--- src/rtl/spi_slave_regs.sv ---
// SPI mode-0 slave (MSB first) behind a small register file: rxdata, txdata, status, control.
// SCLK/MOSI/SS_n are oversampled in the clk domain; f_SCLK must stay at or below f_clk/8.
module spi_slave_regs #(
  parameter int DATA_WIDTH  = 16,
  parameter int SYNC_STAGES = 2
) (
  input  logic                  clk,
  input  logic                  reset,
  input  logic [DATA_WIDTH-1:0] data_from_cpu,
  input  logic [2:0]            mem_addr,
  input  logic                  read_n,
  input  logic                  write_n,
  input  logic                  spi_select,
  output logic [DATA_WIDTH-1:0] data_to_cpu,
  output logic                  dataavailable,
  output logic                  readyfordata,
  output logic                  transmitterempty,
  output logic                  irq,
  input  logic                  SCLK,
  input  logic                  MOSI,
  input  logic                  SS_n,
  output logic                  MISO
);
  localparam int DW = DATA_WIDTH;
  localparam int CW = $clog2(DW + 1);

  typedef enum logic [1:0] {IDLE, ACTIVE, DONE} state_t;
  state_t state_reg, state_next;

  logic [SYNC_STAGES-1:0] sclk_sync, mosi_sync, ss_sync;
  logic                   sclk_prev, ss_prev;
  logic [DW-1:0]          rxdata_reg, txdata_reg, shift_rx_reg, shift_tx_reg, data_out_reg;
  logic [CW-1:0]          bitcnt_reg;
  logic [5:0]             ctrl_reg;
  logic                   rrdy_reg, trdy_reg, toe_reg, roe_reg, miso_reg, irq_reg;
  logic                   frame_start;

  // Synchronizers carry no reset so a held-low SS_n across reset never looks like a fresh fall.
  always_ff @(posedge clk) begin
    sclk_sync <= {sclk_sync[SYNC_STAGES-2:0], SCLK};
    mosi_sync <= {mosi_sync[SYNC_STAGES-2:0], MOSI};
    ss_sync   <= {ss_sync[SYNC_STAGES-2:0], SS_n};
    sclk_prev <= sclk_sync[SYNC_STAGES-1];
    ss_prev   <= ss_sync[SYNC_STAGES-1];
  end

  logic sclk_s, mosi_s, ss_s, sclk_rise, sclk_fall, ss_fall, ss_rise;
  assign sclk_s    = sclk_sync[SYNC_STAGES-1];
  assign mosi_s    = mosi_sync[SYNC_STAGES-1];
  assign ss_s      = ss_sync[SYNC_STAGES-1];
  assign sclk_rise = sclk_s & ~sclk_prev;
  assign sclk_fall = ~sclk_s & sclk_prev;
  assign ss_fall   = ss_prev & ~ss_s;
  assign ss_rise   = ss_s & ~ss_prev;

  logic rd_en, wr_en, rx_read, tmt, err_any, frame_full;
  assign rd_en      = spi_select & ~read_n;
  assign wr_en      = spi_select & ~write_n;
  assign rx_read    = rd_en && (mem_addr == 3'd0);
  assign tmt        = (state_reg == IDLE) && trdy_reg;
  assign err_any    = roe_reg | toe_reg;
  assign frame_full = (bitcnt_reg == CW'(DW));

  logic [DW-1:0] status_word, ctrl_word;
  always_comb begin
    status_word      = '0;
    status_word[8:0] = {err_any, rrdy_reg, trdy_reg, tmt, toe_reg, roe_reg, 3'b000};
    ctrl_word        = '0;
    ctrl_word[8:0]   = {ctrl_reg, 3'b000};
  end

  always_comb begin
    state_next  = state_reg;
    frame_start = 1'b0;
    case (state_reg)
      IDLE: begin
        if (ss_fall) begin
          state_next  = ACTIVE;
          frame_start = 1'b1;
        end
      end
      ACTIVE: begin
        if (frame_full)   state_next = DONE;
        else if (ss_rise) state_next = IDLE;
      end
      DONE: begin
        if (!ss_s) begin
          state_next  = ACTIVE;
          frame_start = 1'b1;
        end else begin
          state_next = IDLE;
        end
      end
      default: state_next = IDLE;
    endcase
  end

  always_ff @(posedge clk) begin
    if (reset) begin
      state_reg    <= IDLE;
      rxdata_reg   <= '0;
      txdata_reg   <= '0;
      shift_rx_reg <= '0;
      shift_tx_reg <= '0;
      data_out_reg <= '0;
      bitcnt_reg   <= '0;
      ctrl_reg     <= '0;
      rrdy_reg     <= 1'b0;
      trdy_reg     <= 1'b1;
      toe_reg      <= 1'b0;
      roe_reg      <= 1'b0;
      miso_reg     <= 1'b0;
      irq_reg      <= 1'b0;
    end else begin
      state_reg <= state_next;
      if (rd_en) begin
        case (mem_addr)
          3'd0:    data_out_reg <= rxdata_reg;
          3'd1:    data_out_reg <= txdata_reg;
          3'd2:    data_out_reg <= status_word;
          3'd3:    data_out_reg <= ctrl_word;
          default: data_out_reg <= '0;
        endcase
      end
      if (rx_read) rrdy_reg <= 1'b0;
      // Flag clears come before the frame engine so a same-cycle error event wins.
      if (wr_en && mem_addr == 3'd2) begin
        roe_reg <= 1'b0;
        toe_reg <= 1'b0;
      end
      if (wr_en && mem_addr == 3'd3) ctrl_reg <= data_from_cpu[8:3];

      case (state_reg)
        IDLE: miso_reg <= 1'b0;
        ACTIVE: begin
          if (!frame_full) begin
            if (ss_rise) begin
              bitcnt_reg <= '0;
              miso_reg   <= 1'b0;
            end else if (sclk_rise) begin
              shift_rx_reg <= {shift_rx_reg[DW-2:0], mosi_s};
              bitcnt_reg   <= bitcnt_reg + CW'(1);
            end else if (sclk_fall && bitcnt_reg != '0) begin
              shift_tx_reg <= {shift_tx_reg[DW-2:0], 1'b0};
              miso_reg     <= shift_tx_reg[DW-2];
            end
          end
        end
        DONE: begin
          rxdata_reg <= shift_rx_reg;
          rrdy_reg   <= 1'b1;
          if (rrdy_reg && !rx_read) roe_reg <= 1'b1;
          bitcnt_reg <= '0;
          miso_reg   <= 1'b0;
        end
        default: miso_reg <= 1'b0;
      endcase

      if (frame_start) begin
        if (!trdy_reg) begin
          shift_tx_reg <= txdata_reg;
          trdy_reg     <= 1'b1;
          miso_reg     <= txdata_reg[DW-1];
        end else begin
          shift_tx_reg <= '0;
          toe_reg      <= 1'b1;
          miso_reg     <= 1'b0;
        end
      end
      // A txdata write lands last: the frame load above used the old word, and TRDY ends at 0.
      if (wr_en && mem_addr == 3'd1) begin
        txdata_reg <= data_from_cpu;
        trdy_reg   <= 1'b0;
      end

      irq_reg <= |({rrdy_reg, trdy_reg, tmt, toe_reg, roe_reg} & ctrl_reg[4:0])
                 | (ctrl_reg[5] & err_any);
    end
  end

  assign data_to_cpu      = data_out_reg;
  assign dataavailable    = rrdy_reg;
  assign readyfordata     = trdy_reg;
  assign transmitterempty = tmt;
  assign irq              = irq_reg;
  assign MISO             = miso_reg;
endmodule

--- config.mk ---
export PLATFORM = sky130hd
export DESIGN_NAME = spi_slave_regs
export DESIGN_NICKNAME = d
export VERILOG_FILES = /design/src/rtl/spi_slave_regs.sv
export SDC_FILE = /design/constraint.sdc
export NUM_CORES = 1
export LEC_CHECK = 0
export CAP_MARGIN = 20
export CORE_AREA = 2 2 93 95
export CTS_CLUSTER_DIAMETER = 50
export DETAILED_ROUTE_END_ITERATION = 10
export DIE_AREA = 0 0 95 97
export PLACE_DENSITY = 0.77
export SLEW_MARGIN = 0
export SYNTH_ARGS = -nofsm -noshare
export SYNTH_HDL_FRONTEND = slang
export SYNTH_SLANG_ARGS = --single-unit
--- constraint.sdc ---
create_clock -name clk -period 2.05 [get_ports clk]
set_input_delay 0.5125 -clock clk [delete_from_list [all_inputs] [get_ports clk]]
set_output_delay 0.5125 -clock clk [all_outputs]
set_load 0.1 [all_outputs]
==> results.ini, run 1 <==
[status]
outcome=completed

[run]
cap_violations=0

[placed_design]
hpwl_mm=7.12
port_buffers=47
pre_cts_ws_ns=-0.00697
dp.cells=609
gp_congestion=0.887

[synth]
netlist.area_leader.share_pct=47.6
ys_warn_count=0
synthTopCellsByArea=dfxtp_1 (48%), nand2_1 (7.2%), a21oi_1 (6.1%)
ys_ff_latch=106
synth_ff_type=dfxtp_1
syn-num-nets=499
ys_seq_area_share_pct=47.6
synth_edf_count=0
synthArstFlopShare_pct=0
syn_avg_cell_area_sq_um=9.49
synth_cell_types=55
yosysTopAreaCell=dfxtp_1
synth_cells=470
synth_area_sq_um=4460

[finish]
layout.nets=544
syn_to_final_growth_pct=18.6
multi_input_area_sq_um=2120
layout.cells.non_filler=624
drive_above_1_share_pct=20.2
final_cell_mix=dfxtp_1 (105), nand2_1 (85), a21oi_1 (54)
nFillCells=650
num_antenna_cells=0
final_common_cell=dfxtp_1
seq_area_sq_um=2130

[power]
powerDensity_nw_per_um2=772
p_sw_share_pct=22.1
p_int_mw=3.18
p_leak_nw=1.89
clockPowerShare_pct=39.3
p_sw_mw=0.900
p_seq_share_pct=52.1
ir_drop_uv=356
power.combinational.fraction_pct=8.6

[sta]
worst_slack_ns=0.165
tightest_slew_ns=0.536
rsz0062_at_grt=no
setup_tns_ns=0
max_freq_ghz=0.531
whs_ns=0.334
finalWorstPathRequiredPeriod_ns=1.88
slew_headroom_pct=64.3
finalHoldViolations=0
final-max-slew-violation-count=0
fin_skew_ns=0.0179
finalCritPeriodShare_pct=91.9
setup_violations=0

[critical_path]
worstSetupEndpointType=primary output
crit_required_ns=1.54
crit_family=flip-flops
crit_path_start_kind=flip-flop
arrival_ns=1.37
critPathKind=reg2out
worstPathCellList=clkinv_4, nor3_4, buf_12
worstPathMaxFanout=19
slowest_stage=dfxtp_4
slowest_delay_ns=0.41
worst-path-buf-inv=2

[cts]
cts-buffers-inserted=9
clk_path_buf_depth=2
cts_tree=done
cts_num_sinks=106
cts_root_buffer=clkbuf_8
cts_resized=1
htreeDepth=3
clkLatencyLatePin_ns=0.37
hold_buffers=0
cts_setup_buffers=0
path_clk_slew_ns=0.11

[die]
pin_count=48
dieWidth_um=95
die_area_sq_um=9220
row_count=33
start_util_pct=54.8
die_h_um=97
core_sq_um=8130

[grt]
grt_max_degree=49
track_usage_pct=23.0
grt_pass1_wl_mm=16.7
grt_overflow=0
grt_pass1_vias=3417
antenna_found_initial=0

[route]
drc=0
vias=3589
drt_pass1_iterations=6
avgRoutedWirePerCell_um=16.2
drtIter0Drc=170
wl_mm=10.1
via_per_inst=5.75
ant_nets=0

[min_path]
hp-class=reg2reg

==> synth_stat cells, types with 2 or more instances <==
| master | number |
|---|---|
| dfxtp_1 | 106 |
| nand2_1 | 85 |
| a21oi_1 | 54 |
| nor2_1 | 40 |
| mux2i_1 | 25 |
| nand3_1 | 18 |
| clkbuf_1 | 16 |
| a22oi_1 | 15 |
| a311oi_2 | 11 |
| mux2_2 | 11 |
| buf_2 | 9 |
| buf_4 | 6 |
| mux4_2 | 5 |
| nand2b_1 | 5 |
| a311oi_1 | 4 |
| buf_6 | 4 |
| nor3_1 | 4 |
| nor2b_1 | 3 |
| o21ai_0 | 3 |
| or2_2 | 3 |
| a211oi_1 | 2 |
| a31oi_1 | 2 |
| ha_1 | 2 |
| inv_1 | 2 |
| nand4_1 | 2 |
| nor2_4 | 2 |
| o211ai_1 | 2 |
| o41ai_1 | 2 |
==> final cells by class <==
| class | instances | share of cell area, % |
|---|---|---|
| clock buffers | 10 | 2.41 |
| clock inverters | 5 | 2.44 |
| inverters | 3 | 0.308 |
| multi-input cells | 325 | 40.1 |
| well taps | 105 | 2.48 |
| flip-flops and latches | 106 | 40.2 |
| repair buffers | 70 | 12.0 |
==> per-layer routing <==
metal / global-route usage, % / vias up / part of all wire, %
met5: 0 / - / 0
met2: 37.0 / 107 / 49
li1: - / 1736 / -
met4: 11.1 / 0 / 3.5
met1: 29.4 / 1723 / 43
met3: 4.36 / 23 / 5.0
==> power groups by stage <==
| stage | combinational, mW | clock [mW] | sequential, mW |
|---|---|---|---|
| 2_1_floorplan | 0.220 | 0 | 2.18 |
| 3_3_place_gp | 0.342 | 0 | 2.17 |
| 3_5_place_dp | 0.347 | 0 | 2.17 |
| 4_1_cts | 0.349 | 1.63 | 2.12 |
| 5_1_grt | 0.378 | 1.71 | 2.13 |
| 6_report | 0.350 | 1.61 | 2.12 |
==> kinds of logic after synthesis <==
logic type	after synthesis	share of synthesized area, %
and+or+nand+nor	176	18.5
AOI/OAI and AO/OA	106	17.4
DFF	106	47.6
muxes	41	10.9
buffers and inverters	39	5.08
adders and majority gates	2	0.561
==> final timing paths <==
kind | from | to | slack, ns | cells after the start
worst max-delay path | readyfordata | transmitterempty | 0.17 | 3
worst min-delay path | sclk_sync[0] | sclk_sync[1] | 0.33 | 0
worst max register to register | bitcnt_reg[0] | shift_tx_reg[3] | 0.18 | 7
worst min register to register | sclk_sync[0] | sclk_sync[1] | 0.33 | 0
==> worst reg2reg max path, cell delays in order (launching register included) <==
cell and delay [ns]:
dfxtp_1 0.38, inv_1 0.07, ha_1 0.22, nor3b_4 0.17
o32ai_4 0.32, buf_4 0.26, a21oi_1 0.09, a311oi_1 0.26
==> through the flow <==
step                      utilization (%)  total power [mW]  area, sq um
after global routing                 65.0              4.22         5290
after floorplan                         -              2.40         4480
after detailed placement             61.8              2.52         5030
after CTS                            65.0              4.11         5290
after global placement               61.8              2.51         5030
final                                65.0              4.08         5290
Power figures use the tool's default switching activity.
==> inputs of run 2 (changes only) <==
--- a/config.mk
+++ b/config.mk
@@ -6,11 +6,12 @@
 export NUM_CORES = 1
 export LEC_CHECK = 0
 export CAP_MARGIN = 20
-export CORE_AREA = 2 2 93 95
+export CORE_AREA = 2 2 90 92
 export CTS_CLUSTER_DIAMETER = 50
 export DETAILED_ROUTE_END_ITERATION = 10
-export DIE_AREA = 0 0 95 97
-export PLACE_DENSITY = 0.77
+export DIE_AREA = 0 0 92 94
+export PLACE_DENSITY = 0.82
+export SKIP_LAST_GASP = 1
 export SLEW_MARGIN = 0
 export SYNTH_ARGS = -nofsm -noshare
 export SYNTH_HDL_FRONTEND = slang
==> constraint.sdc (replaced) <==
create_clock -name clk -period 2.45 [get_ports clk]
set_input_delay 0.6125 -clock clk [delete_from_list [all_inputs] [get_ports clk]]
set_output_delay 0.6125 -clock clk [all_outputs]
set_load 0.1 [all_outputs]
==> results.ini, run 2 (synthesis results as in run 1) <==
[status]
outcome=completed

[finish]
utilization_pct=67.9
num_antenna_cells=0
layout.nets=537
syn_to_final_growth_pct=15.8
final_cell_mix=dfxtp_1 (105), nand2_1 (85), a21oi_1 (54)
nFillCells=594
drive_above_1_share_pct=18.9
final_common_cell=dfxtp_1

[run]
cap_violations=0

[grt]
grt_pass1_vias=3451
grt_max_degree=40
antenna_found_initial=0
track_usage_pct=24.6
grt_pass1_wl_mm=16.7
grt_overflow=0

[sta]
max_freq_ghz=0.501
finalHoldViolations=0
setup_tns_ns=0
final-max-slew-violation-count=0
setup_violations=0
finalWorstPathRequiredPeriod_ns=2.00
tightest_slew_ns=0.741
fin_skew_ns=0.0140
finalCritPeriodShare_pct=81.5
slew_headroom_pct=50.6
rsz0062_at_grt=no

[die]
start_util_pct=58.6
core_sq_um=7610
row_count=32
die_area_sq_um=8650
dieWidth_um=92
die_h_um=94
pin_count=48

[critical_path]
critPathKind=in2reg
r2r_cells=6
crit_path_start=spi_select
crit_path_start_kind=input port
ff2ff_setup_slack_ns=0.47
worstPathMaxFanout=11
reg2reg_to=shift_rx_reg[7]
r2r_start=bitcnt_reg[0]
crit_required_ns=2.73
worstSetupEndpointType=flip-flop
arrival_ns=2.28

[min_path]
min_from=sclk_sync[0]
whs_endpoint=sclk_sync[1]
holdPathStages=0
hp-class=reg2reg

[route]
via_per_inst=5.74
wl_mm=10.2
ant_nets=0
drtIter0Drc=196
avgRoutedWirePerCell_um=16.7
drt_pass1_iterations=4
drc=0
vias=3524

[cts]
clkLatencyLatePin_ns=0.37
cts_root_buffer=clkbuf_8
cts-buffers-inserted=9
cts_setup_buffers=0
htreeDepth=3
hold_buffers=0
path_clk_slew_ns=0.09
cts_num_sinks=106
clk_path_buf_depth=2
cts_resized=0
cts_tree=done

[power]
powerDensity_nw_per_um2=620
p_leak_nw=1.82
p_total_mw=3.20
ir_drop_uv=323

[placed_design]
hpwl_mm=7.23
port_buffers=47
gp_congestion=0.939

[run 2: changes by cell type in the layout (fill, tap and decap cells not counted), sizes merged]
| cell | previous run | this run |
|---|---|---|
| bufinv | 4 | 2 |
| clkinvlp | 0 | 1 |
| inv | 2 | 3 |
| buf | 45 | 38 |
[run 2: critical path: stages]
cell and delay [ns]:
clkdlybuf4s50_1 0.52, nand2b_1 0.31, nor2_1 0.43, o211ai_1 0.20
a21oi_1 0.20
[run 2: worst max path at each step]
| stage | to | slack (ns) |
|---|---|---|
| final | data_to_cpu[5] | 0.45 |
| after detailed placement | data_to_cpu[5] | 0.08 |
| after global placement | data_to_cpu[5] | 0.20 |
| after global routing | shift_tx_reg[3] | 0.31 |
| after CTS | data_to_cpu[5] | 0.46 |
| after floorplan | transmitterempty | 0.18 |
[run 2: layout make-up]
class                   count  area (sq um)  share of cell area, %
flip-flops and latches    106          2130                   41.2
multi-input cells         325          2120                   41.1
repair buffers             63           571                   11.0
clock buffers              10           128                   2.47
well taps                 102           128                   2.47
clock inverters             5          78.8                   1.53
inverters                   3          11.3                  0.218
[run 2: stage by stage]
step	hold slack [ns]	cells	instance area, sq um	setup slack, ns
2_1_floorplan	0.310	470	4480	0.180
3_3_place_gp	0.311	599	4960	0.197
3_5_place_dp	0.312	599	4960	0.0813
4_1_cts	0.335	614	5160	0.458
5_1_grt	0.347	614	5160	0.310
6_report	0.333	614	5160	0.453
[run 2: report_power, final]
part / internal (mW) / leakage, nW / switching (mW)
clock: 0.570 / 0.103 / 0.571
sequential: 1.75 / 0.860 / 0.0237
combinational: 0.123 / 0.860 / 0.163
[run 2: layer usage]
layer | GRT usage [%] | up-vias | routed length [um]
li1 | - | 1730 | -
met1 | 30.5 | 1680 | 4480
met2 | 42.2 | 93 | 4990
met3 | 3.93 | 21 | 503
met4 | 11.6 | 0 | 256
met5 | 0 | - | 0
